<file path="src/rtl/f8_mem_arbiter.sv">
`default_nettype none
// ============================================================================
//  Module   : f8_mem_arbiter
//  Purpose  : Two-master round-robin arbiter in front of the single
//             synchronous memory port of the f8 system. Master 0 is the
//             core bus, master 1 is the DMA/debug requester. Grants are
//             combinational, and read data is routed back to its owner
//             after a fixed memory latency.
//  Ports    : clk, reset             - clock, synchronous active-high reset
//             mX_req/addr/wdata/we   - master X request (held until gnt)
//             mX_gnt                 - master X access accepted this cycle
//             mX_rvalid/rdata        - master X read return
//             mem_en/we/addr/wdata   - memory port strobe and command
//             mem_rdata              - memory read data (READ_LATENCY later)
//  Revision : 1.0 - initial release
// ============================================================================
module f8_mem_arbiter #(
   parameter int ADDR_WIDTH   = 16,
   parameter int DATA_WIDTH   = 8,
   parameter int READ_LATENCY = 1   // legal range 1..4
) (
   input  logic                  clk,
   input  logic                  reset,
   input  logic                  m0_req,
   input  logic [ADDR_WIDTH-1:0] m0_addr,
   input  logic [DATA_WIDTH-1:0] m0_wdata,
   input  logic                  m0_we,
   output logic                  m0_gnt,
   output logic                  m0_rvalid,
   output logic [DATA_WIDTH-1:0] m0_rdata,
   input  logic                  m1_req,
   input  logic [ADDR_WIDTH-1:0] m1_addr,
   input  logic [DATA_WIDTH-1:0] m1_wdata,
   input  logic                  m1_we,
   output logic                  m1_gnt,
   output logic                  m1_rvalid,
   output logic [DATA_WIDTH-1:0] m1_rdata,
   output logic                  mem_en,
   output logic                  mem_we,
   output logic [ADDR_WIDTH-1:0] mem_addr,
   output logic [DATA_WIDTH-1:0] mem_wdata,
   input  logic [DATA_WIDTH-1:0] mem_rdata
);

   // last_winner: 0 = master 0 won the last contest, 1 = master 1 did.
   logic                    last_winner_q, last_winner_d;
   logic [READ_LATENCY-1:0] rd_vld_q, rd_vld_d;
   logic [READ_LATENCY-1:0] rd_own_q, rd_own_d;
   logic                    both_req;
   logic                    push_vld;

   assign both_req = m0_req & m1_req;

   // Grant decision and pointer update.
   always_comb begin
      m0_gnt        = 1'b0;
      m1_gnt        = 1'b0;
      last_winner_d = last_winner_q;
      if (!reset) begin
         if (both_req) begin
            // The master that lost the previous contest wins this one.
            m0_gnt        = last_winner_q;
            m1_gnt        = ~last_winner_q;
            last_winner_d = ~last_winner_q;
         end else begin
            m0_gnt = m0_req;
            m1_gnt = m1_req;
         end
      end
   end

   // Memory port mux; all zeros when idle.
   always_comb begin
      mem_en    = m0_gnt | m1_gnt;
      mem_we    = 1'b0;
      mem_addr  = '0;
      mem_wdata = '0;
      if (m0_gnt) begin
         mem_we    = m0_we;
         mem_addr  = m0_addr;
         mem_wdata = m0_wdata;
      end else if (m1_gnt) begin
         mem_we    = m1_we;
         mem_addr  = m1_addr;
         mem_wdata = m1_wdata;
      end
   end

   // Read-return pipeline: stage 0 takes the current grant, the last stage
   // lines up with mem_rdata for that access.
   assign push_vld = (m0_gnt & ~m0_we) | (m1_gnt & ~m1_we);

   always_comb begin
      rd_vld_d    = '0;
      rd_own_d    = '0;
      rd_vld_d[0] = push_vld;
      rd_own_d[0] = m1_gnt;
      for (int i = 1; i < READ_LATENCY; i++) begin
         rd_vld_d[i] = rd_vld_q[i-1];
         rd_own_d[i] = rd_own_q[i-1];
      end
   end

   always_ff @(posedge clk) begin
      if (reset) begin
         last_winner_q <= 1'b1;
         rd_vld_q      <= '0;
         rd_own_q      <= '0;
      end else begin
         last_winner_q <= last_winner_d;
         rd_vld_q      <= rd_vld_d;
         rd_own_q      <= rd_own_d;
      end
   end

   assign m0_rvalid = rd_vld_q[READ_LATENCY-1] & ~rd_own_q[READ_LATENCY-1];
   assign m1_rvalid = rd_vld_q[READ_LATENCY-1] &  rd_own_q[READ_LATENCY-1];
   assign m0_rdata  = mem_rdata;
   assign m1_rdata  = mem_rdata;

endmodule
`default_nettype wire

</file>
<file path="config.mk">
export PLATFORM = sky130hd
export DESIGN_NAME = f8_mem_arbiter
export DESIGN_NICKNAME = d
export VERILOG_FILES = /design/src/rtl/f8_mem_arbiter.sv
export SDC_FILE = /design/constraint.sdc
export NUM_CORES = 1
export LEC_CHECK = 0
export CAP_MARGIN = 10
export CORE_ASPECT_RATIO = 0.6
export CORE_MARGIN = 2
export CORE_UTILIZATION = 27
export CTS_CLUSTER_SIZE = 25
export DETAILED_ROUTE_END_ITERATION = 8
export PLACE_DENSITY = 0.79
export SLEW_MARGIN = 25
export SYNTH_ARGS = -nofsm -noshare
export SYNTH_HDL_FRONTEND = slang
export SYNTH_SLANG_ARGS = --single-unit
</file>
<file path="constraint.sdc">
create_clock -name clk -period 1.3 [get_ports clk]
set_input_delay 0.39 -clock clk [delete_from_list [all_inputs] [get_ports clk]]
set_output_delay 0.39 -clock clk [all_outputs]
set_load 0.05 [all_outputs]
</file>
==> results of run 1 <==
-- critical path: cells and delay by family, from the launching register on --
| family | cells | cell delay (ns) |
|---|---|---|
| buffers and inverters | 3 | 0.46 |
| AND/OR/NAND/NOR | 1 | 0.05 |
| AO/OA/AOI/OAI | 1 | 0.28 |
| flip-flops | 1 | 0.36 |
-- power groups by stage --
stage | combinational, mW | sequential, mW | clock [mW]
3_5_place_dp | 1.12 | 0.104 | 0
4_1_cts | 1.22 | 0.104 | 0.285
5_1_grt | 1.29 | 0.105 | 0.297
3_3_place_gp | 1.10 | 0.104 | 0
2_1_floorplan | 0.750 | 0.103 | 0
6_report | 1.25 | 0.104 | 0.281
-- layout make-up --
type / instances / share of cell area [%]
Multi-Input combinational cell: 90 / 42.0
Inverter: 1 / 0.212
Sequential cell: 3 / 2.16
Tap cell: 47 / 1.99
Clock buffer: 4 / 1.52
Timing Repair Buffer: 105 / 52.1
-- cell families (layout without fill, tap and decap cells) --
| family | count (synthesis) | after routing | synth area share [%] |
|---|---|---|---|
| AO/OA/AOI/OAI | 29 | 29 | 36.3 |
| flip-flops | 3 | 3 | 5.56 |
| AND/OR/NAND/NOR | 61 | 61 | 35.5 |
| buffers and inverters | 31 | 110 | 22.6 |
-- cell usage after synthesis --
cell,count
o32ai_1,7
or2_0,1
nor2b_1,1
a21oi_1,1
or2_2,1
buf_4,16
buf_12,2
o21bai_1,1
nand2b_1,50
clkbuf_1,4
a21bo_1,1
buf_6,4
nor2_1,2
and3_2,1
dfxtp_1,3
nor2b_4,1
nor3_1,1
buf_2,4
nor2_2,2
and2_1,1
o32ai_2,19
inv_2,1
-- sequential cells by signal (all words and copies together), names as in the netlist --
signal and cells:
last_winner_q 1, rd_vld_q 1, rd_own_q 1
-- layout by cell type (no fill, tap or decap), drive strengths merged --
cell type | netlist | layout
o32ai | 26 | 26
nor2b | 2 | 2
and3 | 1 | 1
o21bai | 1 | 1
dlymetal6s2s | 0 | 5
a21oi | 1 | 1
a21bo | 1 | 1
inv | 1 | 1
nand2b | 50 | 50
nor2 | 4 | 4
dlygate4sd2 | 0 | 20
nor3 | 1 | 1
clkbuf | 4 | 4
or2 | 2 | 2
clkdlybuf4s50 | 0 | 25
buf | 26 | 55
and2 | 1 | 1
dfxtp | 3 | 3
-- per-stage QoR --
| stage | utilization [%] | hold slack (ns) |
|---|---|---|
| after detailed placement | 68.5 | 0.659 |
| after global routing | 78.9 | 0.528 |
| final | 78.9 | 0.495 |
| after global placement | 68.5 | 0.647 |
| after floorplan | - | 0.559 |
| after CTS | 77.0 | 0.524 |
-- final timing paths --
kind              slack, ns                          to                       start  depth (start not counted)
setup / recovery      -0.47                 mem_addr[5]  last_winner_q$_SDFFE_PP1N_                          5
hold / removal         0.50  last_winner_q$_SDFFE_PP1N_                      m1_req                          3
setup reg to reg       0.31         rd_vld_q$_SDFF_PP0_  last_winner_q$_SDFFE_PP1N_                          3
hold reg to reg        0.69  last_winner_q$_SDFFE_PP1N_  last_winner_q$_SDFFE_PP1N_                          3
-- timing repair --
item / CTS / global route
hold buffers: 0 / 0
setup endpoints to repair: 30 / 30
buffers inserted: 1 / 2
hold endpoints to repair: 0 / 0
pin swaps: 25 / 14
gates resized for setup: 61 / 15
gates cloned: 7 / 0
-- per-layer routing --
metal	routed length (um)	up-vias	GRT usage [%]
met2	2720	67	43.1
met5	0	-	0
met1	2270	634	31.1
met4	57	0	5.56
li1	-	590	-
met3	386	7	4.84
==> impl_metrics.yaml, run 1 <==
finish:
  finalInstanceArea_um2: 2960
  nFillCells: 231
  insertedDiodeCount: 0
  multi_input_comb_area_um2: 1240
  drive_above_1_share_pct: 53.2
  nNetsFinal: 266
  area.growth.synth_to_final_pct: 173
  regArea_um2: 63.8
  stdcell_count: 250
worst_setup_path:
  cp_cell_sequence: "nor2b_4 > buf_12 > buf_12 > o32ai_4 > buf_12"
  critPathMaxStageDelay_ns: 0.36
  slowest_stage: "dfxtp_4"
  cp.required_ns: 0.91
  arrival_ns: 1.38
  worst_path_most_repeated_cell: "buf_12"
  critPathCaptureType: "output port"
  cp_max_fo: 5
  cp-start-kind: "register"
  critPathKind: "reg2out"
placement:
  preCtsSetupSlack_ns: -0.852
  portBuffers: 83
  placed_area_um2: 2560
  finalWeightedCongestion: 0.805
  dp_cells: 238
  hpwlAfterDp_um: 3150
yosys:
  ys_warn_count: 0
  synth_cell_types: 22
  yosys.area.top_type: "nand2b_1"
  synth_top_area_share_pct: 28.9
  ys_seq_area_share_pct: 5.56
  syn-instance-count: 124
  ys_ff_latch: 3
  synth_fp_nets: 186
  synthTopCellsByArea: "nand2b_1 29%, o32ai_2 29%, buf_4 11%"
  syn_area_per_cell_um2: 8.72
  syn_area_um2: 1080
timing:
  setup_tns_ns: -11.89
  finalSetupViolations: 28
  fin_crit_sh_pct: 136
  tightest_slew_ns: 0.293
  rsz0062_at_grt: "yes"
  fmax_ghz: 0.566
  min_period_ns: 1.77
  finClkSkew_ns: 0.0000911
  final.setup.worst_slack_ns: -0.466
  maxSlewHeadroom_pct: 80.6
  drv_slew: 0
  hold_violations: 0
drt:
  drcViolationCount: 0
  firstDrtPassIters: 4
  antenna_left: 0
  wl_um: 5440
  dr.first_iter.drc_count: 28
  wire_per_inst_um: 21.8
  via_per_inst: 5.19
  route.vias.total: 1298
power:
  power_leakage_nw: 1.13
  netSwitchingPower_mw: 0.659
  seq_power_share_pct: 6.4
  switching_share_pct: 40.4
  p_clk_share_pct: 17.2
  p_comb_share_pct: 76.4
  vdd_drop_max_mv: 0.788
  power_density_nw_per_um2: 552
  p_total_mw: 1.63
  intPower_mw: 0.973
cts:
  cts_buffers: 3
  cts_tree: "done"
  clk_pin_slew_ns: 0.03
  cts_max_path_buffers: 2
  cts_sinks: 3
  htree_levels: 1
  clk_latency_ns: 0.22
  cts_root_buf: "clkbuf_8"
run_status:
  violations: "setup timing"
  status: "complete, but fails checks"
min_path:
  hold_path.class: "in2reg"
global_route:
  grt_use_total_pct: 24.4
  grt_pass1_wl_um: 8250
  grt_max_degree: 25
  antenna_found_initial: 0
  grt-ovfl-total: 0
  grt_pass1_vias: 1374
die:
  rows: 17
  dieArea_um2: 4540
  die_width_um: 85.7
  io_pins: 108
  die_h_um: 53.0
  core_um2: 3740
  start_util_pct: 28.9
run:
  cap_violations: 0
No activity file was read; power rests on OpenSTA's default activity.
==> inputs of run 2 (changes only) <==
--- a/config.mk
+++ b/config.mk
@@ -8,10 +8,10 @@
 export CAP_MARGIN = 10
 export CORE_ASPECT_RATIO = 0.6
 export CORE_MARGIN = 2
-export CORE_UTILIZATION = 27
+export CORE_UTILIZATION = 32
 export CTS_CLUSTER_SIZE = 25
 export DETAILED_ROUTE_END_ITERATION = 8
-export PLACE_DENSITY = 0.79
+export PLACE_DENSITY = 0.88
 export SLEW_MARGIN = 25
 export SYNTH_ARGS = -nofsm -noshare
 export SYNTH_HDL_FRONTEND = slang
==> constraint.sdc (replaced) <==
create_clock -name clk -period 2.13 [get_ports clk]
set_input_delay 0.639 -clock clk [delete_from_list [all_inputs] [get_ports clk]]
set_output_delay 0.639 -clock clk [all_outputs]
set_load 0.05 [all_outputs]
==> run 2 against run 1 <==
Effect of this change: the flow still finishes with violations (setup timing); sequential share of layout area decreased by 0.072 points; non-clock buffer count shrank 5; die area fell by 15%; routed wire length decreased by 8.0%; count of clock-buffer cells in the layout unchanged; critical path depth shrank 1; critical path type is now in2out; power shrank 41%.
==> impl_metrics.yaml, run 2 (same netlist as run 1, synthesis figures left out) <==
finish:
  drive_above_1_share_pct: 58.1
  stdcell_count: 243
  multi_input_comb_area_um2: 1330
  nNetsFinal: 261
  final_core_util_pct: 88.7
  finalInstanceArea_um2: 2880
  nFillCells: 130
  area.growth.synth_to_final_pct: 166
  layout_commonest_cell: "buf_12"
  regArea_um2: 60.1
  insertedDiodeCount: 0
  final_cell_mix: "30 x buf_12, 28 x nand2b_4, 24 x o32ai_4, 24 x dlygate4sd2_1, 22 x nand2b_1"
  reg_top3: "last_winner_q (1), rd_own_q (1), rd_vld_q (1)"
global_route:
  grt_use_total_pct: 26.2
  grt-ovfl-total: 0
  grt_pass1_vias: 1505
  grt_pass1_wl_um: 7800
  grt_max_degree: 28
  antenna_found_initial: 0
timing:
  final.setup.worst_slack_ns: -0.0990
  hold_violations: 0
  fmax_ghz: 0.449
  holdWs_ns: 0.658
  min_period_ns: 2.23
  maxSlewHeadroom_pct: 76.1
  tightest_slew_ns: 0.358
  rsz0062_at_grt: "yes"
  finalSetupViolations: 26
  drv_slew: 0
  fin_crit_sh_pct: 105
  finClkSkew_ns: 0.00119
worst_setup_path:
  cp.required_ns: 1.49
  rrSetupSlack_ns: 0.84
  cp_max_fo: 1
  critPathKind: "in2out"
  rr_endpoint: "rd_vld_q$_SDFF_PP0_"
  arrival_ns: 1.59
  cp_cell_sequence: "clkdlybuf4s50_1 > nand2b_1 > o32ai_4 > buf_12"
  slowest_stage: "clkdlybuf4s50_1"
  timing.rr.start: "last_winner_q$_SDFFE_PP1N_"
  rr_worst_depth: 3
  critPathMaxStageDelay_ns: 0.48
  cp-start-kind: "primary input"
  critPathCaptureType: "output port"
run_status:
  violations: "setup timing"
  status: "complete, but fails checks"
placement:
  hpwlAfterDp_um: 3080
  placed_area_um2: 2380
  preCtsSetupSlack_ns: -0.530
  portBuffers: 83
  finalWeightedCongestion: 0.703
  dp_cells: 233
power:
  power_leakage_nw: 1.24
  power_density_nw_per_um2: 335
  vdd_drop_max_mv: 0.407
die:
  io_pins: 108
  die_h_um: 49.0
  dieArea_um2: 3870
  die_width_um: 79.0
  core_um2: 3240
  start_util_pct: 33.3
  rows: 16
drt:
  firstDrtPassIters: 4
  route.vias.total: 1270
  antenna_left: 0
  via_per_inst: 5.23
  drcViolationCount: 0
  wl_um: 5000
  wire_per_inst_um: 20.6
  dr.first_iter.drc_count: 27
cts:
  cts_max_path_buffers: 2
  postCtsHoldBufs: 0
  cts_sinks: 3
  clk_latency_ns: 0.22
  cts_root_buf: "clkbuf_8"
  cts_buffers: 3
  cts_tree: "done"
  clk_pin_slew_ns: 0.03
  htree_levels: 1
min_path:
  hold_path.class: "reg2reg"
  min_from: "last_winner_q$_SDFFE_PP1N_"
  hold_depth: 2
  min_to: "last_winner_q$_SDFFE_PP1N_"
run:
  cap_violations: 0
## run 2: metal layers
layer / vias to the layer above / wire, um / GRT usage, %
li1: 579 / - / -
met1: 608 / 1870 / 30.4
met2: 68 / 2710 / 48.3
met3: 15 / 309 / 4.44
met4: 0 / 108 / 9.48
met5: - / 0 / 0
## run 2: critical path: cells and delay by family
| kind | cells | cell delay [ns] |
|---|---|---|
| compound gates | 1 | 0.17 |
| simple gates | 1 | 0.12 |
| buf+inv | 2 | 0.66 |
## run 2: layout make-up
class | instances | share of cell area [%]
inverter | 1 | 0.217
sequential | 3 | 2.09
timing repair buffer | 100 | 48.0
clock buffer | 4 | 1.57
tap | 45 | 1.96
multi-input combinational | 90 | 46.1
## run 2: how the worst max path moves through the flow
stage	from	endpoint	cells past startpoint
5_1_grt	m1_wdata[6]	mem_wdata[6]	4
6_report	m1_wdata[6]	mem_wdata[6]	4
2_1_floorplan	m1_req	mem_addr[15]	3
4_1_cts	m1_req	mem_addr[14]	5
3_3_place_gp	m0_req	mem_we	5
3_5_place_dp	m0_req	mem_wdata[2]	5
## run 2: metrics by stage
step | TNS, ns | total power [mW]
2_1_floorplan | -1.79 | 0.497
3_3_place_gp | -12.55 | 0.684
3_5_place_dp | -13.39 | 0.699
4_1_cts | -1.84 | 0.946
5_1_grt | -1.76 | 0.993
6_report | -1.21 | 0.963
## run 2: repair_timing
item	in CTS	in global routing
cloned	4	0
pin swaps	25	20
setup buffers	4	0
resized for setup	83	30
setup endpoints to repair	28	26
## run 2: report_power, final
part           total, mW  leakage [nW]  switching (mW)  internal, mW
logic              0.728          1.19           0.353         0.375
registers         0.0640        0.0248         0.00383        0.0602
clock network      0.171        0.0228          0.0430         0.128
total              0.963          1.24           0.400         0.563
